==> config.mk <==
export PLATFORM = sky130hd
export DESIGN_NAME = cpu_clock_ctrl
export DESIGN_NICKNAME = d
export VERILOG_FILES = /design/src/rtl/cpu_clock_ctrl.sv
export SDC_FILE = /design/constraint.sdc
export NUM_CORES = 1
export LEC_CHECK = 0
export CORE_MARGIN = 8
export CORE_UTILIZATION = 60
export DETAILED_ROUTE_END_ITERATION = 8
export PLACE_DENSITY_LB_ADDON = 0.1
export SYNTH_ARGS = -nofsm -noshare
export SYNTH_HDL_FRONTEND = slang
export SYNTH_SLANG_ARGS = --single-unit
==> constraint.sdc <==
create_clock -name clock -period 5.3 [get_ports clock]
set_input_delay 0.53 -clock clock [delete_from_list [all_inputs] [get_ports clock]]
set_output_delay 0.53 -clock clock [all_outputs]
set_load 0.02 [all_outputs]
==> src/rtl/cpu_clock_ctrl.sv <==
// CPU clock-enable generator: debounced single-step button, free-run divider and step counter.
// Optional macro CLOCK_COUNT_CLEAR_EN adds a synchronous count_clr input that zeroes clock_count.
module cpu_clock_ctrl #(
    parameter logic [15:0] DEBOUNCE_CYCLES = 16'd50000,
    parameter logic [23:0] RUN_DIV         = 24'd5000000
) (
    input  logic        clock,
    input  logic        reset,
    input  logic        step_btn,
    input  logic        run_sw,
    input  logic [6:0]  sw_in,
`ifdef CLOCK_COUNT_CLEAR_EN
    input  logic        count_clr,
`endif
    output logic        cpu_step,
    output logic [15:0] clock_count,
    output logic [6:0]  disp_sel
);

    typedef enum logic [1:0] {
        IDLE,
        PRESS_WAIT,
        HELD,
        RELEASE_WAIT
    } db_state_t;

    logic       btn_meta;
    logic       btn_sync;
    logic       run_meta;
    logic       run_sync;
    logic [6:0] sw_meta;

    db_state_t   state;
    db_state_t   state_next;
    logic [15:0] db_cnt;
    logic [15:0] db_cnt_next;
    logic        step_req;

    logic [23:0] div_cnt;
    logic        div_hit;
    logic        step_next;

    // Two-flop synchronizers; disp_sel is the second stage of the switch synchronizer.
    // NOTE: sequential state uses non-blocking assignments so every flop samples pre-edge values.
    always_ff @(posedge clock) begin
        if (reset) begin
            btn_meta <= 1'b0;
            btn_sync <= 1'b0;
            run_meta <= 1'b0;
            run_sync <= 1'b0;
            sw_meta  <= '0;
            disp_sel <= '0;
        end else begin
            btn_meta <= step_btn;
            btn_sync <= btn_meta;
            run_meta <= run_sw;
            run_sync <= run_meta;
            sw_meta  <= sw_in;
            disp_sel <= sw_meta;
        end
    end

    always_ff @(posedge clock) begin
        if (reset) begin
            state  <= IDLE;
            db_cnt <= '0;
        end else begin
            state  <= state_next;
            db_cnt <= db_cnt_next;
        end
    end

    // NOTE: every always_comb output is defaulted first so no path can infer a latch.
    always_comb begin
        state_next  = state;
        db_cnt_next = db_cnt;
        step_req    = 1'b0;
        case (state)
            IDLE: begin
                if (btn_sync) begin
                    state_next  = PRESS_WAIT;
                    db_cnt_next = '0;
                end
            end
            PRESS_WAIT: begin
                if (!btn_sync) begin
                    state_next = IDLE;
                end else if (db_cnt == DEBOUNCE_CYCLES - 16'd1) begin
                    state_next = HELD;
                    step_req   = 1'b1;
                end else begin
                    db_cnt_next = db_cnt + 16'd1;
                end
            end
            HELD: begin
                if (!btn_sync) begin
                    state_next  = RELEASE_WAIT;
                    db_cnt_next = '0;
                end
            end
            RELEASE_WAIT: begin
                if (btn_sync) begin
                    state_next = HELD;
                end else if (db_cnt == DEBOUNCE_CYCLES - 16'd1) begin
                    state_next = IDLE;
                end else begin
                    db_cnt_next = db_cnt + 16'd1;
                end
            end
            default: begin
                state_next  = IDLE;
                db_cnt_next = '0;
            end
        endcase
    end

    // Divider idles at zero in single-step mode so free-run always starts a full period late.
    assign div_hit = run_sync && (div_cnt == RUN_DIV - 24'd1);

    always_ff @(posedge clock) begin
        if (reset || !run_sync || div_hit) begin
            div_cnt <= '0;
        end else begin
            div_cnt <= div_cnt + 24'd1;
        end
    end

    // Button requests are dropped in free-run; the last term keeps pulses at least one cycle apart.
    assign step_next = ((step_req && !run_sync) || div_hit) && !cpu_step;

    always_ff @(posedge clock) begin
        if (reset) begin
            cpu_step <= 1'b0;
        end else begin
            cpu_step <= step_next;
        end
    end

    always_ff @(posedge clock) begin
        if (reset) begin
            clock_count <= '0;
`ifdef CLOCK_COUNT_CLEAR_EN
        end else if (count_clr) begin
            clock_count <= '0;
`endif
        end else if (cpu_step) begin
            clock_count <= clock_count + 16'd1;
        end
    end

endmodule

; Word level (Yosys, flattened, before mapping)
; Cells that the tools add are included.
[op_classes]
muxes = 16
n_addsub = 3
n_reduce_logical = 11
n_eq_ne = 11
[ops]
columns = cell, n
row1 = two-way mux 16 bit, 5
row2 = one-hot mux 16 bit (4 select lines), 1
row3 = "adder 16 x 1 -> 16 bit, second input constant", 2
row4 = "adder 24 x 1 -> 24 bit, second input constant", 1
row5 = "equality test 24 x 23 -> 1 bit, second input constant", 1
row6 = "equality test 16 bit, second input constant", 1
row7 = two-way mux 2 bit, 6
row8 = "!= test 2 bit, second input constant", 4
row9 = one-hot mux 2 bit (4 select lines), 1
row10 = AND reduction 4 bit, 2
row11 = "!= test 3 bit, second input constant", 2
row12 = "equality test 2 bit, second input constant", 2
row13 = logical AND 1 bit, 3
row14 = logical OR 1 bit, 3
row15 = two-way mux 1 bit, 3
row16 = "equality test 2 x 1 -> 1 bit, second input constant", 1
row17 = zero test 1 bit, 2
row18 = zero test 2 bit, 1
[word_totals]
output_inout_bits = 24
inputBits = 11
elab_cells = 52
reg_bits = 77

; Depth between registers and ports, before layout
; Gate-level depths: netlist of run 1.
[depth]
depth_word = 7
depth_mapped = 6

; Least setup slack after synthesis of run 1
; No wires, ideal clock.
[synth_timing]
kind = reg-to-reg
startpoint = reg cpu_step
endpoint = reg clock_count[15]
arrival_time_ns = 1.807
required_ns = 5.229
slack_ns = 3.423
stages_incl_launch_ff = 6
setup_ns = 0.071
path_buffers = 1
cell_sequence = dfxtp_1 -> buf_2 -> nand4_1 -> or4_1 -> or3_1 -> a21oi_1
[synth_lines]
columns = element, line
row1 = "start, declared", 15  ; output logic cpu_step,
row2 = "start signal, assigned", 135  ; cpu_step <= step_next;
row3 = "end signal, assigned", 147  ; clock_count <= clock_count + 16'd1;
row4 = "end, declared", 16  ; output logic [15:0] clock_count,

; Worst setup path after layout of run 1
[layout_timing]
startpoint = reg div_cnt[14]
endpoint = reg div_cnt[7]
[layout_via]
elab_chain_cells = 3
[layout_lines]
columns = element, line
row1 = "start, declared", 39  ; logic [23:0] div_cnt;
row2 = "start signal, assigned", 124  ; div_cnt <= div_cnt + 24'd1;
row3 = equality test 24 x 23 -> 1 bit, 118  ; assign div_hit = run_sync && (div_cnt == RUN_DIV - 24'd1);
row4 = logical AND 1 bit, 118
row5 = logical OR 1 bit, 121  ; if (reset || !run_sync || div_hit) begin
; No other way between the ends.
; A chain may end at the register's enable or synchronous reset.

==> flow_metrics.py, run 1 <==
metrics = {
    "status": {
        "status": "finished, final reports clean",
    },
    "clock_tree": {
        "postCtsSetupBuffers": 0,
        "ctsHoldBuffers": 0,
        "cts_tree": "yes",
        "cts_resized": 0,
        "clock_path_buffers": 2,
        "root_buffer": "clkbuf_8",
        "h-tree-depth": 3,
        "clk_pin_slew_worst_paths_ns": 0.08,
        "clock-sinks": 77,
        "clk_latency_ns": 0.34,
        "numCtsBuffers": 9,
    },
    "global_routing": {
        "grt_pass1_wl_um": 11050,
        "met3_usage": 0.03907,
        "grtUsageMet2": 0.2681,
        "gr-max-usage-layer": "met2",
        "gr-usage-met1": 0.1868,
        "grt_pass1_vias": 2523,
        "grt_usage": 0.1596,
        "antenna_found_initial": 0,
        "grt_max_degree": 43,
        "grt-ovfl-total": 0,
    },
    "yosys": {
        "syn-num-nets": 376,
        "synth_area_mm2": 0.003273,
        "synth_edf_count": 0,
        "synth.distinct_cells": 39,
        "synth_seq_cells": 77,
        "syn_inst": 362,
        "avgSynthCellArea_um2": 9.042,
        "yosysSeqAreaShare": 0.4709,
        "async_flop_share": 0,
        "synth_ff_type": "dfxtp_1",
        "yosysWarnings": 0,
    },
    "critical_path": {
        "worst-path-buf-inv": 0,
        "crit_path_top_delay_cell": "a211o_1",
        "crit_type": "reg2reg",
        "worstPathMaxFanout": 24,
        "required_ns": 5.49,
        "cp.arrival_ns": 2.42,
        "reg2reg_depth": 4,
        "slowest_delay_ns": 0.74,
        "path_delay_family": "simple AND/OR/NAND/NOR gates",
        "r2r_end": "div_cnt[7]",
        "crit_path_start_kind": "flip-flop",
        "r2r-start": "div_cnt[14]",
        "path_cells": "or4b_1 -> nor4_2 -> a211o_1 -> nor2_1",
        "cp-end-kind": "flip-flop",
        "reg2reg_slack_ns": 3.07,
    },
    "final_layout": {
        "diodes": 0,
        "layout_common_cells": "77 x dfxtp_1, 36 x nor2_1, 34 x clkdlybuf4s50_1",
        "area_growth_syn_to_layout_pct": 17.78,
        "regArea_mm2": 0.001541,
        "nets": 411,
        "fin_cells": 474,
        "multi_input_area_mm2": 0.001647,
        "layout_commonest_cell": "dfxtp_1",
        "drive_gt1_frac": 0.05970,
        "fillers": 430,
    },
    "sta": {
        "rsz0062_at_grt": "false",
        "fin_tns_setup_ns": 0,
        "finalCriticalPeriod_ns": 2.232,
        "fin_skew_ns": 0.007264,
        "slew_viol_final": 0,
        "worst_pin_slew_ns": 0.9241,
        "setup_viol": 0,
        "hold_viol": 0,
        "slew_headroom": 0.3795,
        "layout_setup_ws_ns": 3.068,
        "max_freq_mhz": 448.0,
        "min_period_over_period": 0.4212,
    },
    "floorplan": {
        "ioPinCount": 35,
        "die_h_um": 89.86,
        "die-area_mm2": 0.008075,
        "core_area_mm2": 0.005371,
        "std_cell_rows": 27,
        "start_util": 0.6094,
        "fp.dieW_um": 89.86,
    },
    "placed_design": {
        "pre_cts_ws_ns": 2.940,
        "placed_cells": 458,
        "globalplace.congestion": 0.8322,
        "io_buffers": 34,
        "hpwlAfterDp_um": 4360,
    },
    "routing": {
        "drt-vias-per-instance": 5.665,
        "antenna_left": 0,
        "drt_iter0_markers": 165,
        "avgRoutedWirePerCell_um": 13.19,
        "drc_errors": 0,
        "dr_total_vias": 2685,
        "first_pass_iters": 4,
        "detail_route.wirelength_um": 6254,
    },
    "worst_hold_path": {
        "hold_path_depth": 1,
        "hold_end": "disp_sel[6]",
        "hp-start": "sw_meta[6]",
        "hold_class": "reg2reg",
    },
    "power_and_ir_drop": {
        "ir_drop_mv": 0.1854,
        "cellLeakagePower_nw": 1.211,
        "powerDensity_mw_per_mm2": 271.7,
    },
    "run": {
        "drv_cap": 0,
    },
}
==> cell type report <==
cell class                 instances  share of cell area
timing repair buffer              35             0.09023
clock inverter                     5             0.01298
inverter                          10            0.009737
clock buffer                      11             0.03668
sequential                        77              0.3999
multi-input combinational        264              0.4271
tap                               72             0.02337
==> how the worst max path moves through the flow <==
stage	start	endpoint	depth (start not counted)
4_1_cts	div_cnt[14]	div_cnt[7]	4
5_1_grt	div_cnt[14]	div_cnt[7]	4
3_3_place_gp	reset	div_cnt[3]	4
3_5_place_dp	reset	div_cnt[7]	4
2_1_floorplan	cpu_step	clock_count[15]	5
6_report	div_cnt[14]	div_cnt[7]	4
==> stage by stage <==
stage,power (mW),hold slack [ns],util,area [um2]
floorplan,0.6172,0.4138,-,3273
global placement,0.6315,0.4162,0.6820,3664
detailed placement,0.6323,0.4242,0.6820,3664
CTS,1.056,0.4419,0.7177,3855
global route,1.084,0.4514,0.7177,3855
finish,1.047,0.4350,0.7177,3855
==> flip-flops by register name (all words and copies together) (netlist names), named ones only <==
name,flops
state,1
run_meta,1
clock_count,16
div_cnt,24
disp_sel,7
db_cnt,16
btn_sync,1
run_sync,1
cpu_step,1
btn_meta,1
sw_meta,7
==> power by group <==
group          internal, mW  leakage (nW)  switching [mW]
sequential            0.585         0.624         0.00236
combinational        0.0150         0.484          0.0163
clock                 0.227         0.103           0.202
==> metal layers <==
layer	vias to the layer above	wire length [um]	share of wire
met2	49	2903	0.46
met3	9	275	0.044
met4	0	103	0.016
li1	1371	-	-
met5	-	0	0
met1	1256	2972	0.48
==> synth_stat cells, types with 2 or more instances <==
| library cell | n | area share |
|---|---|---|
| dfxtp_1 | 77 | 0.47 |
| nor2_1 | 36 | 0.041 |
| a21oi_1 | 21 | 0.032 |
| nand2_1 | 19 | 0.022 |
| xnor2_1 | 19 | 0.051 |
| nand3_1 | 18 | 0.028 |
| nand4_1 | 18 | 0.034 |
| nor2b_1 | 18 | 0.034 |
| o21ai_0 | 16 | 0.024 |
| or3_1 | 14 | 0.027 |
| xor2_1 | 12 | 0.032 |
| inv_1 | 10 | 0.011 |
| nor3_1 | 10 | 0.015 |
| and4_1 | 9 | 0.024 |
| or4_1 | 7 | 0.016 |
| and3_1 | 6 | 0.011 |
| clkbuf_1 | 6 | 0.0069 |
| nor4_1 | 6 | 0.011 |
| buf_2 | 5 | 0.0076 |
| mux2i_1 | 4 | 0.012 |
| nor4b_1 | 4 | 0.011 |
| o31ai_1 | 4 | 0.0092 |
| ha_1 | 3 | 0.011 |
| a21oi_2 | 2 | 0.0054 |
| and2_1 | 2 | 0.0038 |
| nand2b_1 | 2 | 0.0038 |
| nand4b_1 | 2 | 0.0054 |
==> cell families after synthesis <==
| family | after synthesis | share of synthesized area |
|---|---|---|
| and+or+nand+nor | 178 | 0.3131 |
| adders and majority gates | 3 | 0.01147 |
| DFF | 77 | 0.4709 |
| buffers and inverters | 21 | 0.02599 |
| AOI/OAI and AO/OA | 48 | 0.08334 |
| muxes | 4 | 0.01223 |
| xor gates and xnor gates | 31 | 0.08295 |
Note: power is estimated with default switching activity, not from simulation.
==> run 2, diff against run 1 <==
Settings changed: CORE_UTILIZATION 60 to 50.
Clock period 5.3 ns to 1.82 ns, I/O delays scaled along.
==> run 2 against run 1 <==
Against the previous run: via count up 3.6%; non-clock buffer count up 37; register-to-register slack worse by 3.0 ns; sequential power rose to 2.9 times the previous value; combinational power rose to 3.2 times the previous value; die area up 16%; sequential share of layout area down 2.9 points; clock power rose to 2.8 times the previous value; routed wire length up 9.8%; largest power group unchanged.
==> flow_metrics.py, run 2 (same netlist as run 1, synthesis figures left out) <==
metrics = {
    "status": {
        "status": "finished, final reports clean",
    },
    "critical_path": {
        "r2r-start": "div_cnt[11]",
        "crit_path_start": "div_cnt[11]",
        "crit_type": "reg2reg",
        "slowest_delay_ns": 0.59,
        "crit_path_top_delay_cell": "or4_4",
        "cp.arrival_ns": 2.00,
        "worstPathMaxFanout": 8,
        "r2r_end": "div_cnt[23]",
        "path_cells": "nand4_4 -> or4_4 -> or3_1 -> a21oi_2",
        "crit_path_start_kind": "flip-flop",
        "cp-end-kind": "flip-flop",
        "required_ns": 2.10,
        "reg2reg_depth": 4,
        "path_delay_family": "simple AND/OR/NAND/NOR gates",
        "reg2reg_slack_ns": 0.10,
        "worst-path-buf-inv": 0,
    },
    "floorplan": {
        "std_cell_rows": 29,
        "start_util": 0.5155,
        "ioPinCount": 35,
        "core_area_mm2": 0.006350,
        "fp.dieW_um": 96.91,
        "die-area_mm2": 0.009392,
        "die_h_um": 96.91,
    },
    "routing": {
        "drt_iter0_markers": 129,
        "drc_errors": 0,
        "avgRoutedWirePerCell_um": 13.33,
        "drt-vias-per-instance": 5.402,
        "detail_route.wirelength_um": 6865,
        "first_pass_iters": 5,
        "antenna_left": 0,
        "dr_total_vias": 2782,
    },
    "sta": {
        "setup_viol": 0,
        "worst_pin_slew_ns": 0.4529,
        "slew_headroom": 0.6938,
        "fin_tns_setup_ns": 0,
        "finalCriticalPeriod_ns": 1.719,
        "layout_setup_ws_ns": 0.1012,
        "fin_skew_ns": 0.006484,
        "slew_viol_final": 0,
        "min_period_over_period": 0.9444,
        "max_freq_mhz": 581.8,
        "rsz0062_at_grt": "false",
        "hold_viol": 0,
    },
    "final_layout": {
        "biggestRegsByFlops": "div_cnt x24, clock_count x16, db_cnt x16",
        "diodes": 0,
        "layout_common_cells": "73 x dfxtp_1, 37 x buf_4, 36 x nor2_1",
        "layout_commonest_cell": "dfxtp_1",
        "largest_reg_flops": 24,
        "top_register": "div_cnt",
        "drive_gt1_frac": 0.1461,
        "nets": 448,
        "fillers": 545,
        "area_growth_syn_to_layout_pct": 27.37,
    },
    "placed_design": {
        "hpwlAfterDp_um": 5015,
        "globalplace.congestion": 0.8254,
        "io_buffers": 34,
        "pre_cts_ws_ns": 0.04291,
    },
    "global_routing": {
        "grt_usage": 0.1485,
        "grt-ovfl-total": 0,
        "antenna_found_initial": 0,
        "grt_pass1_vias": 2647,
        "grt_pass1_wl_um": 11920,
        "grt_max_degree": 25,
    },
    "clock_tree": {
        "clock_path_buffers": 2,
        "clk_latency_ns": 0.34,
        "numCtsBuffers": 9,
        "cts_tree": "yes",
        "root_buffer": "clkbuf_8",
        "cts_resized": 0,
        "clock-sinks": 77,
        "clk_pin_slew_worst_paths_ns": 0.07,
        "ctsHoldBuffers": 0,
        "h-tree-depth": 3,
        "postCtsSetupBuffers": 0,
    },
    "worst_hold_path": {
        "hp-start": "sw_in[1]",
        "hold_end": "sw_meta[1]",
        "hold_path_depth": 2,
        "hold_class": "in2reg",
    },
    "power_and_ir_drop": {
        "total_power_mw": 3.003,
        "cellLeakagePower_nw": 1.423,
        "powerDensity_mw_per_mm2": 720.3,
        "ir_drop_mv": 0.4506,
    },
    "run": {
        "drv_cap": 0,
    },
}
==> run 2: cell types whose count changed in the layout (fill, tap and decap cells not counted), moves of 3 or more <==
| cell | before | now |
|---|---|---|
| buf_4 | 1 | 37 |
| dfxtp_1 | 77 | 73 |
| dfxtp_2 | 0 | 4 |
| clkbuf_1 | 1 | 4 |
| clkinv_2 | 4 | 1 |
==> run 2: layout make-up <==
class	instances	area, um2	area share
multi-input cells	264	1677	0.4022
flip-flops and latches	77	1546	0.3709
repair buffers	72	638.1	0.1531
clock buffers	13	138.9	0.03331
well taps	77	96.34	0.02311
inverters	10	37.54	0.009004
clock inverters	2	35.03	0.008403
==> run 2: per-stage QoR <==
| step | area, um2 | std cells | hold slack, ns | utilization |
|---|---|---|---|---|
| 5_1_grt | 4169 | 515 | 0.3727 | 0.6566 |
| 6_report | 4169 | 515 | 0.3874 | 0.6566 |
| 4_1_cts | 4135 | 515 | 0.3752 | 0.6512 |
| 3_3_place_gp | 3961 | 500 | 0.4175 | 0.6238 |
| 2_1_floorplan | 3277 | 362 | 0.3102 | - |
| 3_5_place_dp | 3961 | 500 | 0.4204 | 0.6238 |
==> run 2: worst max-delay path by stage <==
| stage | endpoint | slack (ns) | cells after the start |
|---|---|---|---|
| 2_1_floorplan | clock_count[15] | 0.007 | 4 |
| 3_3_place_gp | div_cnt[23] | 0.1 | 4 |
| 3_5_place_dp | div_cnt[19] | 0.04 | 4 |
| 4_1_cts | div_cnt[19] | 0.03 | 4 |
| 5_1_grt | div_cnt[19] | 0.007 | 4 |
| 6_report | div_cnt[23] | 0.10 | 4 |
==> run 2: per-layer routing <==
metal,routed length (um),global-route usage,vias to the layer above
li1,-,-,1444
met1,3425,0.1834,1279
met2,2988,0.2276,50
met3,358,0.05405,9
met4,92,0.06036,0
met5,0,0,-
==> run 2: power by group <==
part | switching (mW) | total (mW) | leakage (nW) | internal [mW]
Clock | 0.566 | 1.19 | 0.0875 | 0.627
Combinational | 0.0489 | 0.0995 | 0.710 | 0.0506
Sequential | 0.00660 | 1.71 | 0.626 | 1.70
==> run 3, diff against run 2 <==
Settings changed: CORE_MARGIN 8 to unset, PLACE_DENSITY_LB_ADDON 0.1 to 0.3.
==> run 3 against run 2 <==
Against the previous run: sequential cell count unchanged; combinational power up 7%; cell area up 0.66%; utilization up 0.43 points; sequential power about the same; cell count unchanged; clock power down 4%; clock-buffer cell count down 3; critical endpoint is now div_cnt[18]; largest cell class unchanged; largest power group unchanged.
==> flow_metrics.py, run 3 (same netlist as run 1, synthesis figures left out) <==
metrics = {
    "critical_path": {
        "cp.arrival_ns": 2.03,
        "cp-end-kind": "flip-flop",
        "slowest_delay_ns": 0.49,
        "r2r-start": "div_cnt[0]",
        "required_ns": 2.10,
        "endpoint": "div_cnt[18]",
        "r2r_end": "div_cnt[18]",
        "crit_path_top_delay_cell": "or4_4",
        "worstPathMaxFanout": 6,
        "reg2reg_slack_ns": 0.07,
        "path_cells": "ha_1 -> nand4_1 -> or4_4 -> or3_1 -> a21oi_1",
        "crit_type": "reg2reg",
        "reg2reg_depth": 5,
        "crit_path_start_kind": "flip-flop",
        "crit_path_start": "div_cnt[0]",
    },
    "sta": {
        "slew_viol_final": 0,
        "slew_headroom": 0.3769,
        "worst_pin_slew_ns": 0.9280,
        "max_freq_mhz": 572.9,
        "setup_viol": 0,
        "min_period_over_period": 0.9591,
        "fin_skew_ns": 0.006304,
        "finalCriticalPeriod_ns": 1.745,
        "hold_viol": 0,
    },
    "placed_design": {
        "io_buffers": 34,
        "globalplace.congestion": 0.8445,
        "hpwlAfterDp_um": 4588,
        "place_area_mm2": 0.003931,
    },
    "power_and_ir_drop": {
        "powerDensity_mw_per_mm2": 703.5,
        "total_power_mw": 2.952,
        "cellLeakagePower_nw": 1.432,
        "ir_drop_mv": 0.5117,
    },
    "final_layout": {
        "layout_common_cells": "73 x dfxtp_1, 36 x nor2_1, 34 x clkdlybuf4s50_1",
        "largest_reg_flops": 24,
        "top_register": "div_cnt",
        "diodes": 0,
        "layout_commonest_cell": "dfxtp_1",
        "area_growth_syn_to_layout_pct": 28.21,
        "final_core_util": 0.6609,
        "biggestRegsByFlops": "div_cnt x24, clock_count x16, db_cnt x16",
        "nets": 447,
        "drive_gt1_frac": 0.1553,
        "fin_area_mm2": 0.004197,
        "fillers": 499,
    },
    "floorplan": {
        "fp.dieW_um": 82.91,
        "die_h_um": 82.91,
        "start_util": 0.5155,
        "die-area_mm2": 0.006874,
        "std_cell_rows": 29,
        "core_area_mm2": 0.006350,
        "ioPinCount": 35,
    },
    "clock_tree": {
        "numCtsBuffers": 9,
        "h-tree-depth": 3,
        "cts_tree": "yes",
        "clock_path_buffers": 2,
        "clock-sinks": 77,
        "root_buffer": "clkbuf_8",
        "clk_pin_slew_worst_paths_ns": 0.08,
        "clk_latency_ns": 0.35,
    },
    "global_routing": {
        "grt_max_degree": 25,
        "grt_pass1_wl_um": 11060,
        "grt_pass1_vias": 2545,
        "antenna_found_initial": 0,
        "grt-ovfl-total": 0,
        "grt_usage": 0.1990,
    },
    "routing": {
        "drt_iter0_markers": 138,
        "dr_total_vias": 2826,
        "topRoutingLayerUsed": "met4",
        "antenna_left": 0,
        "route.met2.wl_um": 3038,
        "drc_errors": 0,
        "dr_wl_met3_um": 283,
        "first_pass_iters": 4,
        "wl_met1_um": 3244,
        "avgRoutedWirePerCell_um": 12.95,
        "drt-vias-per-instance": 5.487,
        "detail_route.wirelength_um": 6670,
    },
    "run": {
        "drv_cap": 0,
    },
    "status": {
        "status": "finished, final reports clean",
    },
    "worst_hold_path": {
        "hold_class": "in2reg",
        "hold_path_depth": 2,
    },
}
run 3: worst min path at each step:
stage | start | endpoint
after global placement | btn_meta | btn_sync
after CTS | sw_in[2] | sw_meta[2]
after global routing | sw_in[4] | sw_meta[4]
final | sw_in[2] | sw_meta[2]
after detailed placement | sw_meta[0] | disp_sel[0]
after floorplan | step_btn | btn_meta
run 3: worst max-delay path: cells and delay by family (launching register included):
kind / cells / cell delay [ns]
AO/OA/AOI/OAI: 1 / 0.13
adder cells (fa/ha/maj): 1 / 0.19
flip-flops: 1 / 0.38
AND/OR/NAND/NOR: 3 / 0.98
run 3: final cells by class:
class / instances / area [um2] / share of cell area
multi-input combinational: 264 / 1670 / 0.3980
sequential: 77 / 1546 / 0.3685
timing repair buffer: 71 / 669.4 / 0.1595
clock buffer: 10 / 137.6 / 0.03280
tap: 77 / 96.34 / 0.02296
clock inverter: 6 / 38.79 / 0.009243
inverter: 10 / 37.54 / 0.008945
run 3: repair_timing:
action / 4_1_cts / 5_1_grt
hold buffers: 0 / 0
setup endpoints to repair: 0 / 28
setup buffers: 0 / 0
resized for setup: 0 / 9
hold endpoints to repair: 0 / 0
run 3: layer usage:
layer / global-route usage / vias to the layer above
met3: 0.05964 / 10
met4: 0.09875 / 0
met2: 0.3182 / 62
li1: - / 1444
met5: 0 / -
met1: 0.2437 / 1310
run 3: report_power, final:
part           internal, mW  switching, mW  total (mW)
logic                0.0552         0.0510       0.106
registers              1.70        0.00638        1.71
clock network         0.526          0.611        1.14
total                  2.28          0.668        2.95
run 3: stage by stage:
stage | setup TNS [ns] | hold WS [ns] | setup slack, ns | instances
floorplan | 0 | 0.3102 | 0.006962 | 362
global placement | 0 | 0.4170 | 0.09730 | 496
detailed placement | 0 | 0.4242 | 0.02740 | 496
CTS | 0 | 0.3679 | 0.001561 | 512
global route | -0.007173 | 0.3754 | -0.003726 | 515
finish | 0 | 0.3788 | 0.07451 | 515
